<file path="src/rtl/cdt_trig_pkg.sv">
// Shared types for the CDT trigger path: scheduler FSM states and the
// dead-time counter width.
package cdt_trig_pkg;

    typedef enum logic [1:0] {
        ST_IDLE  = 2'd0,
        ST_ISSUE = 2'd1,
        ST_DEAD  = 2'd2
    } trig_state_e;

    localparam int CNT_W = 8;

endpackage

</file>
<file path="src/rtl/trig_edge_det.sv">
// Registered rising-edge detector for one trigger line. The line is sampled
// once, then compared against its previous sample; both reset high.
module trig_edge_det (
    input  logic clk,
    input  logic rst,
    input  logic din,
    output logic rise
);

    logic din_q;
    logic prev;

    // Resetting high means a line already asserted at reset release is not an edge.
    always_ff @(posedge clk) begin
        if (rst) begin
            din_q <= 1'b1;
            prev  <= 1'b1;
            rise  <= 1'b0;
        end else begin
            din_q <= din;
            prev  <= din_q;
            rise  <= din_q & ~prev;
        end
    end

endmodule

</file>
<file path="src/rtl/trig_rr_scheduler.sv">
// Latches rising edges from N_SRC trigger lines and issues them one at a time,
// round-robin, on a single valid/ack port with a dead-time after each ack.
module trig_rr_scheduler
    import cdt_trig_pkg::*;
#(
    parameter int N_SRC    = 4,
    parameter int ID_W     = 2,
    parameter int DEADTIME = 8
) (
    input  logic              clk,
    input  logic              rst,
    input  logic              en,
    input  logic [N_SRC-1:0]  src_in,
    output logic              trig_valid,
    output logic [ID_W-1:0]   trig_id,
    input  logic              trig_ack,
    input  logic              clr_ovf,
    output logic [N_SRC-1:0]  pending,
    output logic [N_SRC-1:0]  ovf,
    output logic [1:0]        state_dbg
);

    // Handshake: trig_valid/trig_id are held stable until a cycle in which
    // trig_valid and trig_ack are both high; that cycle is the transfer.

    logic [N_SRC-1:0] rise_v;
    logic [N_SRC-1:0] pending_q, pending_n;
    logic [N_SRC-1:0] ovf_q, ovf_n;
    logic [N_SRC-1:0] set_mask, clr_mask;
    logic             ack_fire;

    trig_state_e      state_q, state_n;
    logic             valid_q, valid_n;
    logic [ID_W-1:0]  id_q, id_n;
    logic [ID_W-1:0]  last_q, last_n;
    logic [CNT_W-1:0] cnt_q, cnt_n;

    logic             hi_found, lo_found;
    logic [ID_W-1:0]  hi_idx, lo_idx, win;

    for (genvar g = 0; g < N_SRC; g++) begin : g_edge
        trig_edge_det u_det (
            .clk  (clk),
            .rst  (rst),
            .din  (src_in[g]),
            .rise (rise_v[g])
        );
    end

    assign ack_fire = (state_q == ST_ISSUE) && trig_ack;
    assign set_mask = rise_v & {N_SRC{en}};
    assign clr_mask = ack_fire ? (N_SRC'(1) << id_q) : '0;

    // A new edge beats the clear of its own ack, so it counts as a fresh trigger.
    assign pending_n = set_mask | (pending_q & ~clr_mask);
    assign ovf_n     = (set_mask & pending_q & ~clr_mask) | (ovf_q & ~{N_SRC{clr_ovf}});

    // Round-robin: lowest pending index above last, else lowest at or below it.
    always_comb begin
        hi_found = 1'b0;
        lo_found = 1'b0;
        hi_idx   = '0;
        lo_idx   = '0;
        for (int i = N_SRC - 1; i >= 0; i--) begin
            if (pending_q[i[ID_W-1:0]]) begin
                if (ID_W'(i) > last_q) begin
                    hi_found = 1'b1;
                    hi_idx   = ID_W'(i);
                end else begin
                    lo_found = 1'b1;
                    lo_idx   = ID_W'(i);
                end
            end
        end
        win = hi_found ? hi_idx : lo_idx;
    end

    always_comb begin
        state_n = state_q;
        valid_n = valid_q;
        id_n    = id_q;
        last_n  = last_q;
        cnt_n   = cnt_q;
        case (state_q)
            ST_IDLE: begin
                if (en && (hi_found || lo_found)) begin
                    id_n    = win;
                    valid_n = 1'b1;
                    state_n = ST_ISSUE;
                end
            end
            ST_ISSUE: begin
                if (trig_ack) begin
                    valid_n = 1'b0;
                    last_n  = id_q;
                    if (DEADTIME == 0) begin
                        state_n = ST_IDLE;
                    end else begin
                        state_n = ST_DEAD;
                        cnt_n   = CNT_W'(DEADTIME);
                    end
                end
            end
            ST_DEAD: begin
                cnt_n = cnt_q - CNT_W'(1);
                if (cnt_q == CNT_W'(1)) begin
                    state_n = ST_IDLE;
                end
            end
            default: begin
                state_n = ST_IDLE;
                valid_n = 1'b0;
            end
        endcase
    end

    always_ff @(posedge clk) begin
        if (rst) begin
            state_q   <= ST_IDLE;
            valid_q   <= 1'b0;
            id_q      <= '0;
            last_q    <= ID_W'(N_SRC - 1);
            cnt_q     <= '0;
            pending_q <= '0;
            ovf_q     <= '0;
        end else begin
            state_q   <= state_n;
            valid_q   <= valid_n;
            id_q      <= id_n;
            last_q    <= last_n;
            cnt_q     <= cnt_n;
            pending_q <= pending_n;
            ovf_q     <= ovf_n;
        end
    end

    assign trig_valid = valid_q;
    assign trig_id    = id_q;
    assign pending    = pending_q;
    assign ovf        = ovf_q;
    assign state_dbg  = state_q;

endmodule

</file>
<file path="config.mk">
export PLATFORM = sky130hd
export DESIGN_NAME = trig_rr_scheduler
export DESIGN_NICKNAME = d
export VERILOG_FILES = /design/src/rtl/cdt_trig_pkg.sv /design/src/rtl/trig_edge_det.sv /design/src/rtl/trig_rr_scheduler.sv
export SDC_FILE = /design/constraint.sdc
export NUM_CORES = 1
export LEC_CHECK = 0
export ABC_AREA = 1
export BUFFER_PORTS_ARGS = -buffer_cell sky130_fd_sc_hd__clkbuf_2
export CAP_MARGIN = 20
export CORE_UTILIZATION = 54
export DETAILED_ROUTE_END_ITERATION = 10
export GPL_ROUTABILITY_DRIVEN = 0
export GPL_TIMING_DRIVEN = 0
export PLACE_DENSITY_LB_ADDON = 0.25
export RECOVER_POWER = 100
export SYNTH_ARGS = -nofsm -noshare
export SYNTH_HDL_FRONTEND = slang
export SYNTH_SLANG_ARGS = --single-unit
</file>
<file path="constraint.sdc">
create_clock -name clk -period 1.65 [get_ports clk]
set_clock_uncertainty 0.1 [all_clocks]
set_input_delay 0.0825 -clock clk [delete_from_list [all_inputs] [get_ports clk]]
set_output_delay 0.0825 -clock clk [all_outputs]
set_load 0.1 [all_outputs]
</file>
==> impl_metrics.ini, run 1 <==
[run_status]
status = complete, no violations

[finish]
final_cells = 258
fillers = 230
syn2layout_area_growth_pct = 20.07
nets = 238
diodes = 0
layout-drive-gt1-share_pct = 19.74

[floorplan]
core-area_sq_mm = 0.002500
io-pin-count = 22
die_area_sq_mm = 0.002877
die_h_microns = 53.64
die-width_microns = 53.64
rows = 18
initial_core_util_pct = 57.61

[critical_path]
cp-end-kind = flop
critPathSlowestCell = dlygate4sd3_1
worst_path_most_repeated_cell = dlygate4sd3_1
cpPeakStageDelay_ns = 0.58
crit_fanout = 6
crit_required_ns = 1.78
worstPathCellList = dlygate4sd3_1, clkbuf_1, or2_2, dlygate4sd3_1
path_class = input pin to flop
arrival_ns = 1.66
worstSetupStartpointType = input pin
regToRegSetupSlack_ns = 0.19

[pwr]
p_switching_w = 0.0004115
clkPwrFrac_pct = 29.4
p_seq_share_pct = 58.9
netSwitchingFraction_pct = 27.41
vdd_drop_max_mv = 0.7166
combPwrFrac_pct = 11.7
p_leak_nw = 0.7818
intPower_w = 0.001090
power.density_mw_per_mm2 = 868.2

[detailed_routing]
wire_per_inst_microns = 12.48
drc = 0
ant_nets = 0
firstDrtPassIters = 4
vias_per_cell = 5.163
wl_met2_mm = 1.618
routed_wl_mm = 3.219
drtIter0Drc = 37
dr_wl_met3_microns = 120
topRoutingLayerUsed = met4
wl_met1_mm = 1.439
vias = 1332

[timing]
worst_pin_slew_ns = 0.5432
hold_viol_final = 0
fin_crit_ns = 1.533
fin_crit_sh_pct = 92.92
relSlewSlack_pct = 63.94
tns_ns = 0
maxSlewViolCount = 0
setup_viol = 0
grt_setup_unrepaired = no
setup_ws_ns = 0.1168
max_freq_ghz = 0.6522

[place]
portBuffers = 20
dpl_worst_slack_ns = 0.3333
detailed_place_hpwl_mm = 2.161
post-place-cells = 239

[logic_synthesis]
avgSynthCellArea_sq_um = 7.620
syn_nets = 200
ys_seq_area_share_pct = 48.65
synthCells = 189
yosys_warnings = 0
ys_seq_elements = 35
ys_types = 24
synth_area_sq_mm = 0.001440

[global_route]
grtUsageTotal_pct = 26.37
grt_pass1_vias = 1214
grt_overflow_total = 0
grt_max_degree = 12
grt_pass1_wl_mm = 5.181
antenna_found_initial = 0

[clocking]
cts_root_buffer = clkbuf_4
cts.clk_slew.worst_paths_ns = 0.10
cts_tree = done
cts_buffer_depth = 2
h-tree-depth = 2
cts-buffers-inserted = 5
clock-sinks = 35
cts_resized = 0
post_cts_buffers = 0
clk_latency_ns = 0.33

[min_path]
hp-class = flop to flop

[flow_run]
maxCapViolCount = 0
==> cells in the final DEF, fill, tap and decap left out, drive strengths merged <==
| cell | Yosys | routed |
|---|---|---|
| or2 | 4 | 4 |
| o22ai | 2 | 2 |
| clkbuf | 3 | 29 |
| buf | 2 | 2 |
| nor3b | 1 | 1 |
| a31oi | 1 | 1 |
| clkinvlp | 0 | 1 |
| and2 | 1 | 1 |
| dfxtp | 35 | 35 |
| a21oi | 18 | 18 |
| clkinv | 0 | 1 |
| inv | 27 | 27 |
| ha | 2 | 2 |
| nand4 | 6 | 6 |
| nor2 | 17 | 17 |
| nand2 | 45 | 45 |
| o21ai | 11 | 11 |
| dlygate4sd3 | 0 | 11 |
| nand3 | 8 | 8 |
| nor3 | 6 | 6 |
==> worst max-delay path, delay by kind of cell <==
| kind | cells | cell delay, ns |
|---|---|---|
| buffers and inverters | 3 | 1.26 |
| AND/OR/NAND/NOR | 1 | 0.33 |
==> final timing paths <==
kind | start | endpoint | cells past startpoint
min reg2reg | g_edge[2].u_det.prev$_SDFF_PP1_ | g_edge[2].u_det.rise$_SDFF_PP0_ | 1
min | g_edge[2].u_det.prev$_SDFF_PP1_ | g_edge[2].u_det.rise$_SDFF_PP0_ | 1
max | rst | g_edge[3].u_det.din_q$_SDFF_PP1_ | 4
max reg2reg | state_dbg[0]$_SDFFE_PP0P_ | cnt_q[7]$_SDFFE_PP0P_ | 8
==> power groups by stage <==
stage / registers, W / clock network [W] / logic (W)
floorplan: 0.000949 / 0 / 0.0000736
global placement: 0.000903 / 0 / 0.000150
detailed placement: 0.000904 / 0 / 0.000154
CTS: 0.000885 / 0.000449 / 0.000175
global route: 0.000887 / 0.000492 / 0.000192
finish: 0.000884 / 0.000442 / 0.000175
==> stage by stage <==
| step | hold WS [ns] | util (%) | power (W) | cell area [sq um] |
|---|---|---|---|---|
| 6_report | 0.2949 | 69.17 | 0.001501 | 1729 |
| 5_1_grt | 0.3035 | 69.17 | 0.001572 | 1729 |
| 4_1_cts | 0.3019 | 70.07 | 0.001509 | 1752 |
| 3_5_place_dp | 0.1686 | 63.51 | 0.001059 | 1588 |
| 3_3_place_gp | 0.1646 | 63.51 | 0.001053 | 1588 |
| 2_1_floorplan | 0.08631 | - | 0.001023 | 1450 |
==> registers in the layout, summed over array words and instances, names as in the netlist <==
name                flops
cnt_q                   8
g_edge.u_det.din_q      4
g_edge.u_det.prev       4
g_edge.u_det.rise       4
ovf                     4
pending                 4
last_q                  2
state_dbg               2
trig_id                 2
trig_valid              1
==> Yosys cell counts (all sizes together) <==
cell	number	area share, %
nand3	8	2.8
inv	27	7.0
o21ai	11	4.1
nand4	6	2.6
nand2	45	14
or2	4	1.7
and2	1	0.43
dfxtp	35	49
nor3	6	2.1
a21oi	18	6.3
ha	2	1.7
nor2	17	5.0
nor3b	1	0.87
a31oi	1	0.43
buf	2	0.87
o22ai	2	0.87
clkbuf	3	0.78
==> cell families (layout without fill, tap and decap cells) <==
kind of cell | Yosys count | in the layout | share of synthesized area [%]
and+or+nand+nor | 88 | 88 | 29.28
DFF | 35 | 35 | 48.65
AOI/OAI and AO/OA | 32 | 32 | 11.64
buffers and inverters | 32 | 71 | 8.688
adders and majority gates | 2 | 2 | 1.737
==> per-layer routing <==
layer / GRT usage (%) / up-vias
li1: - / 681
met1: 30.66 / 612
met2: 42.50 / 35
met3: 10.73 / 4
met4: 11.40 / 0
met5: 0 / -
==> repair_timing <==
action / 4_1_cts / 5_1_grt
hold buffers: 11 / 0
endpoints found under the hold margin: 15 / 0
setup endpoints to repair: 0 / 0
==> final cells by class <==
| type | instances | area (sq um) | area share, % |
|---|---|---|---|
| Tap cell | 30 | 37.54 | 2.171 |
| Buffer | 5 | 23.77 | 1.375 |
| Multi-Input combinational cell | 122 | 601.8 | 34.80 |
| Clock inverter | 2 | 12.51 | 0.7236 |
| Timing Repair Buffer | 31 | 209.0 | 12.08 |
| Clock buffer | 6 | 41.29 | 2.388 |
| Sequential cell | 35 | 701.9 | 40.59 |
| Inverter | 27 | 101.3 | 5.861 |
(Power assumes the default switching activity.)
==> run 2, diff against run 1 <==
- REMOVE_ABC_BUFFERS: unset -> 1
==> run 2 against run 1 <==
Net effect:
- worst setup slack better by 0.043 ns
- combinational power down 7%
- final cell count shrank 3.1%
- count of clock-buffer cells in the layout did not move
- via count fell by 2.9%
- clock power hardly changed
- utilization shrank 2.0 points
- die area unchanged
- critical path depth shrank 3
- fmax is 2.9% higher
- largest cell class unchanged
- highest routed layer unchanged
==> impl_metrics.ini, run 2 (synthesis results as in run 1) <==
[critical_path]
crit_fanout = 6
worstPathCellList = clkbuf_2
path_class = flop to output port
cp-end-kind = output port
arrival_ns = 1.31
crit_buf_inv = 1
critical-path-top-delay-family = buffers and inverters
worstSetupStartpointType = flop
cpPeakStageDelay_ns = 0.50
critPathSlowestCell = clkbuf_2
crit_required_ns = 1.47

[detailed_routing]
vias = 1293
drc = 0
vias_per_cell = 5.172
drtIter0Drc = 45
wire_per_inst_microns = 11.07
ant_nets = 0
routed_wl_mm = 2.767
firstDrtPassIters = 4

[timing]
fin_crit_ns = 1.491
setup_viol = 0
maxSlewViolCount = 0
max_freq_ghz = 0.6709
fin_crit_sh_pct = 90.34
grt_setup_unrepaired = no
worst_pin_slew_ns = 0.9725
tns_ns = 0
relSlewSlack_pct = 35.17
hold_viol_final = 0
setup_ws_ns = 0.1594

[floorplan]
rows = 18
io-pin-count = 22
die_area_sq_mm = 0.002877
die_h_microns = 53.64
core-area_sq_mm = 0.002500
initial_core_util_pct = 57.61
die-width_microns = 53.64

[finish]
nets = 230
largest_reg_flops = 8
diodes = 0
syn2layout_area_growth_pct = 16.59
register_area_sq_um = 700.7
regMostFlops = cnt_q
layout-drive-gt1-share_pct = 21.36
final_util_pct = 67.17
layout_common_cells = nand2_1 (37), dfxtp_1 (35), inv_1 (22)
multi_input_area_sq_um = 611.8
final_common_cell = nand2_1
fillers = 216

[global_route]
grt_pass1_vias = 1052
antenna_found_initial = 0
grt_overflow_total = 0
grt_pass1_wl_mm = 4.153
grtUsageTotal_pct = 21.07
grt_max_degree = 25

[pwr]
p_total_w = 0.001491
power.density_mw_per_mm2 = 888.0
vdd_drop_max_mv = 0.7367
p_leak_nw = 0.7648

[clocking]
cts-buffers-inserted = 5
post_cts_buffers = 0
cts_buffer_depth = 2
cts.clk_slew.worst_paths_ns = 0.11
clock-sinks = 35
clk_latency_ns = 0.35
h-tree-depth = 2
cts_tree = done
cts_root_buffer = clkbuf_4

[place]
dpl_worst_slack_ns = 0.06378
portBuffers = 21
detailed_place_hpwl_mm = 1.923

[run_status]
status = complete, no violations

[min_path]
hp-class = input pin to flop

[flow_run]
maxCapViolCount = 0
-- run 2: changes by cell type in the layout (fill, tap and decap cells not counted), moves of 2 or more --
cell	previous run	this run
nand2_1	40	37
dlygate4sd3_1	11	7
nand2_2	4	6
clkbuf_1	5	2
-- run 2: area by class of cell --
type / instances / area share [%]
multi-input combinational: 122 / 36.44
sequential: 35 / 41.73
tap: 30 / 2.235
clock inverter: 2 / 0.7452
timing repair buffer: 28 / 10.36
clock buffer: 6 / 2.459
inverter: 27 / 6.036
-- run 2: through the flow --
step / area, sq um / hold WS, ns / cells
floorplan: 1416 / 0.05157 / 184
global placement: 1559 / 0.1644 / 235
detailed placement: 1559 / 0.1697 / 235
CTS: 1683 / 0.1090 / 250
global route: 1679 / 0.3230 / 250
finish: 1679 / 0.2650 / 250
-- run 2: per-layer routing --
layer	vias to the layer above	part of all wire, %	track usage (%)
li1	664	-	-
met1	587	45	22.98
met2	37	47	35.42
met3	5	5.2	7.627
met4	0	2.1	11.40
met5	-	0	0
-- run 2: path summary, 6_finish.rpt --
check	startpoint	end	slack, ns	cells after the start
hold / removal	rst	cnt_q[1]$_SDFFE_PP0P_	0.27	2
setup / recovery	pending[2]$_SDFF_PP0_	pending[2]	0.16	1
setup reg to reg	last_q[1]$_SDFFE_PP1P_	trig_id[0]$_SDFFE_PP0P_	0.20	9
hold reg to reg	g_edge[3].u_det.prev$_SDFF_PP1_	g_edge[3].u_det.rise$_SDFF_PP0_	0.29	1
-- run 2: power by group --
part           internal (W)  switching, W  total [W]
Combinational     0.0000494      0.000113   0.000162
Sequential         0.000868     0.0000152   0.000884
Clock              0.000164      0.000281   0.000445
Total               0.00108      0.000409    0.00149
-- run 2: repair_timing --
action / CTS / global route
setup endpoints to repair: 0 / 8
hold buffers: 7 / 0
gates resized for setup: 0 / 1
endpoints found under the hold margin: 13 / 0
==> run 3, diff against run 2 <==
- CORE_UTILIZATION: 54 -> 58
- CTS_BUF_LIST: unset -> sky130_fd_sc_hd__clkbuf_2
==> run 3 against run 2 <==
Net effect:
- count of clock-buffer cells in the layout down 1
- flip-flop and latch count unchanged
- sequential power about the same
- die area down 6.6%
- hold slack worse by 0.20 ns
- utilization up 6.8 points
- critical path depth unchanged
- register-to-register slack worse by 0.07 ns
- via count down 1.9%
- largest power group unchanged
==> impl_metrics.ini, run 3 (synthesis results as in run 1) <==
[detailed_routing]
drc = 0
routed_wl_mm = 2.902
firstDrtPassIters = 4
vias_per_cell = 5.113
ant_nets = 0
wire_per_inst_microns = 11.70
drtIter0Drc = 33
vias = 1268

[critical_path]
critical-path-top-delay-family = buffers and inverters
path_class = flop to output port
worstPathCellList = clkbuf_2
crit_required_ns = 1.47
crit_fanout = 6
critPathSlowestCell = clkbuf_2
worstSetupStartpointType = flop
cp-end-kind = output port
cpPeakStageDelay_ns = 0.50
crit_buf_inv = 1
arrival_ns = 1.37
regToRegSetupSlack_ns = 0.13

[pwr]
p_total_w = 0.001607
combPwrFrac_pct = 10.1
vdd_drop_max_mv = 0.7657
netSwitchingFraction_pct = 26.81
p_leak_nw = 0.7749
p_switching_w = 0.0004307
clkPwrFrac_pct = 34.8
intPower_w = 0.001176
power.density_mw_per_mm2 = 954.8
p_seq_share_pct = 55.1

[clocking]
post_cts_buffers = 0
clock-sinks = 35
h-tree-depth = 2
cts_tree = done
cts_root_buffer = clkbuf_2
cts_buffer_depth = 2
clk_latency_ns = 0.38
cts.clk_slew.worst_paths_ns = 0.20
cts-buffers-inserted = 5

[timing]
relSlewSlack_pct = 62.49
tns_ns = 0
fin_crit_ns = 1.553
max_freq_ghz = 0.6438
hold_viol_final = 0
setup_viol = 0
fin_crit_sh_pct = 94.14
worst_pin_slew_ns = 0.5650
maxSlewViolCount = 0
grt_setup_unrepaired = no

[finish]
layout-drive-gt1-share_pct = 20.45
fin_area_sq_mm = 0.001683
nets = 230
final_common_cell = nand2_1
diodes = 0
largest_reg_flops = 8
syn2layout_area_growth_pct = 16.85
layout_common_cells = nand2_1 (40), dfxtp_1 (35), clkbuf_2 (26)
regMostFlops = cnt_q

[global_route]
grt_pass1_wl_mm = 4.733
grtUsageTotal_pct = 24.63
grt_pass1_vias = 1138
grt_max_degree = 25
antenna_found_initial = 0
grt_overflow_total = 0

[floorplan]
core-area_sq_mm = 0.002276
rows = 17
die_h_microns = 51.83
initial_core_util_pct = 63.28
io-pin-count = 22
die-width_microns = 51.83
die_area_sq_mm = 0.002686

[flow_run]
maxCapViolCount = 0

[run_status]
status = complete, no violations

[min_path]
hp-class = input pin to flop

[place]
portBuffers = 21
detailed_place_hpwl_mm = 2.012
dpl_cell_area_sq_mm = 0.001556
[run 3: cell count changes in the layout (fill, tap and decap cells not counted), moves of 2 or more]
cell      delta
inv_2        -2
clkbuf_2     +6
clkbuf_1     -2
nand2_2      -2
nand2_1      +3
clkbuf_4     -5
[run 3: area by class of cell]
class / instances / area (sq um)
clock buffers: 5 / 25.02
repair buffers: 28 / 175.2
multi-input cells: 122 / 601.8
well taps: 28 / 35.03
clock inverters: 3 / 43.79
inverters: 27 / 101.3
fillers: 187 / 593.1
flip-flops and latches: 35 / 700.7
[run 3: power groups by stage]
stage                     Combinational, W  Clock, W  Sequential [W]
after CTS                         0.000164  0.000567        0.000886
after global routing              0.000176  0.000607        0.000889
after global placement            0.000145         0        0.000901
final                             0.000162  0.000560        0.000886
after detailed placement          0.000151         0        0.000903
after floorplan                  0.0000639         0        0.000948
[run 3: worst paths after layout]
check / cells past startpoint / startpoint / to
setup / recovery: 1 / pending[3]$_SDFF_PP0_ / pending[3]
hold / removal: 2 / rst / ovf[3]$_SDFF_PP0_
setup reg to reg: 9 / state_dbg[0]$_SDFFE_PP0P_ / cnt_q[7]$_SDFFE_PP0P_
hold reg to reg: 1 / g_edge[2].u_det.prev$_SDFF_PP1_ / g_edge[2].u_det.rise$_SDFF_PP0_
[run 3: routing by layer]
metal	up-vias	wire [microns]	global-route usage (%)
met3	5	122	7.895
met2	32	1486	44.23
met1	568	1262	27.49
met4	0	31	6.757
li1	663	-	-
met5	-	0	0
[run 3: per-stage QoR]
step                instances  utilization, %  setup slack (ns)  hold slack (ns)
floorplan                 184               -           -0.5478          0.05157
global placement          233           68.39            0.1431           0.1644
detailed placement        233           68.39           0.06421           0.1687
CTS                       248           74.49           0.04779          0.04889
global route              248           73.94           0.01792          0.05015
finish                    248           73.94           0.09666          0.06196
[run 3: what timing repair did]
item	in CTS	in global routing
setup endpoints to repair	0	7
hold buffers	7	0
resized for setup	0	1
endpoints found under the hold margin	14	0
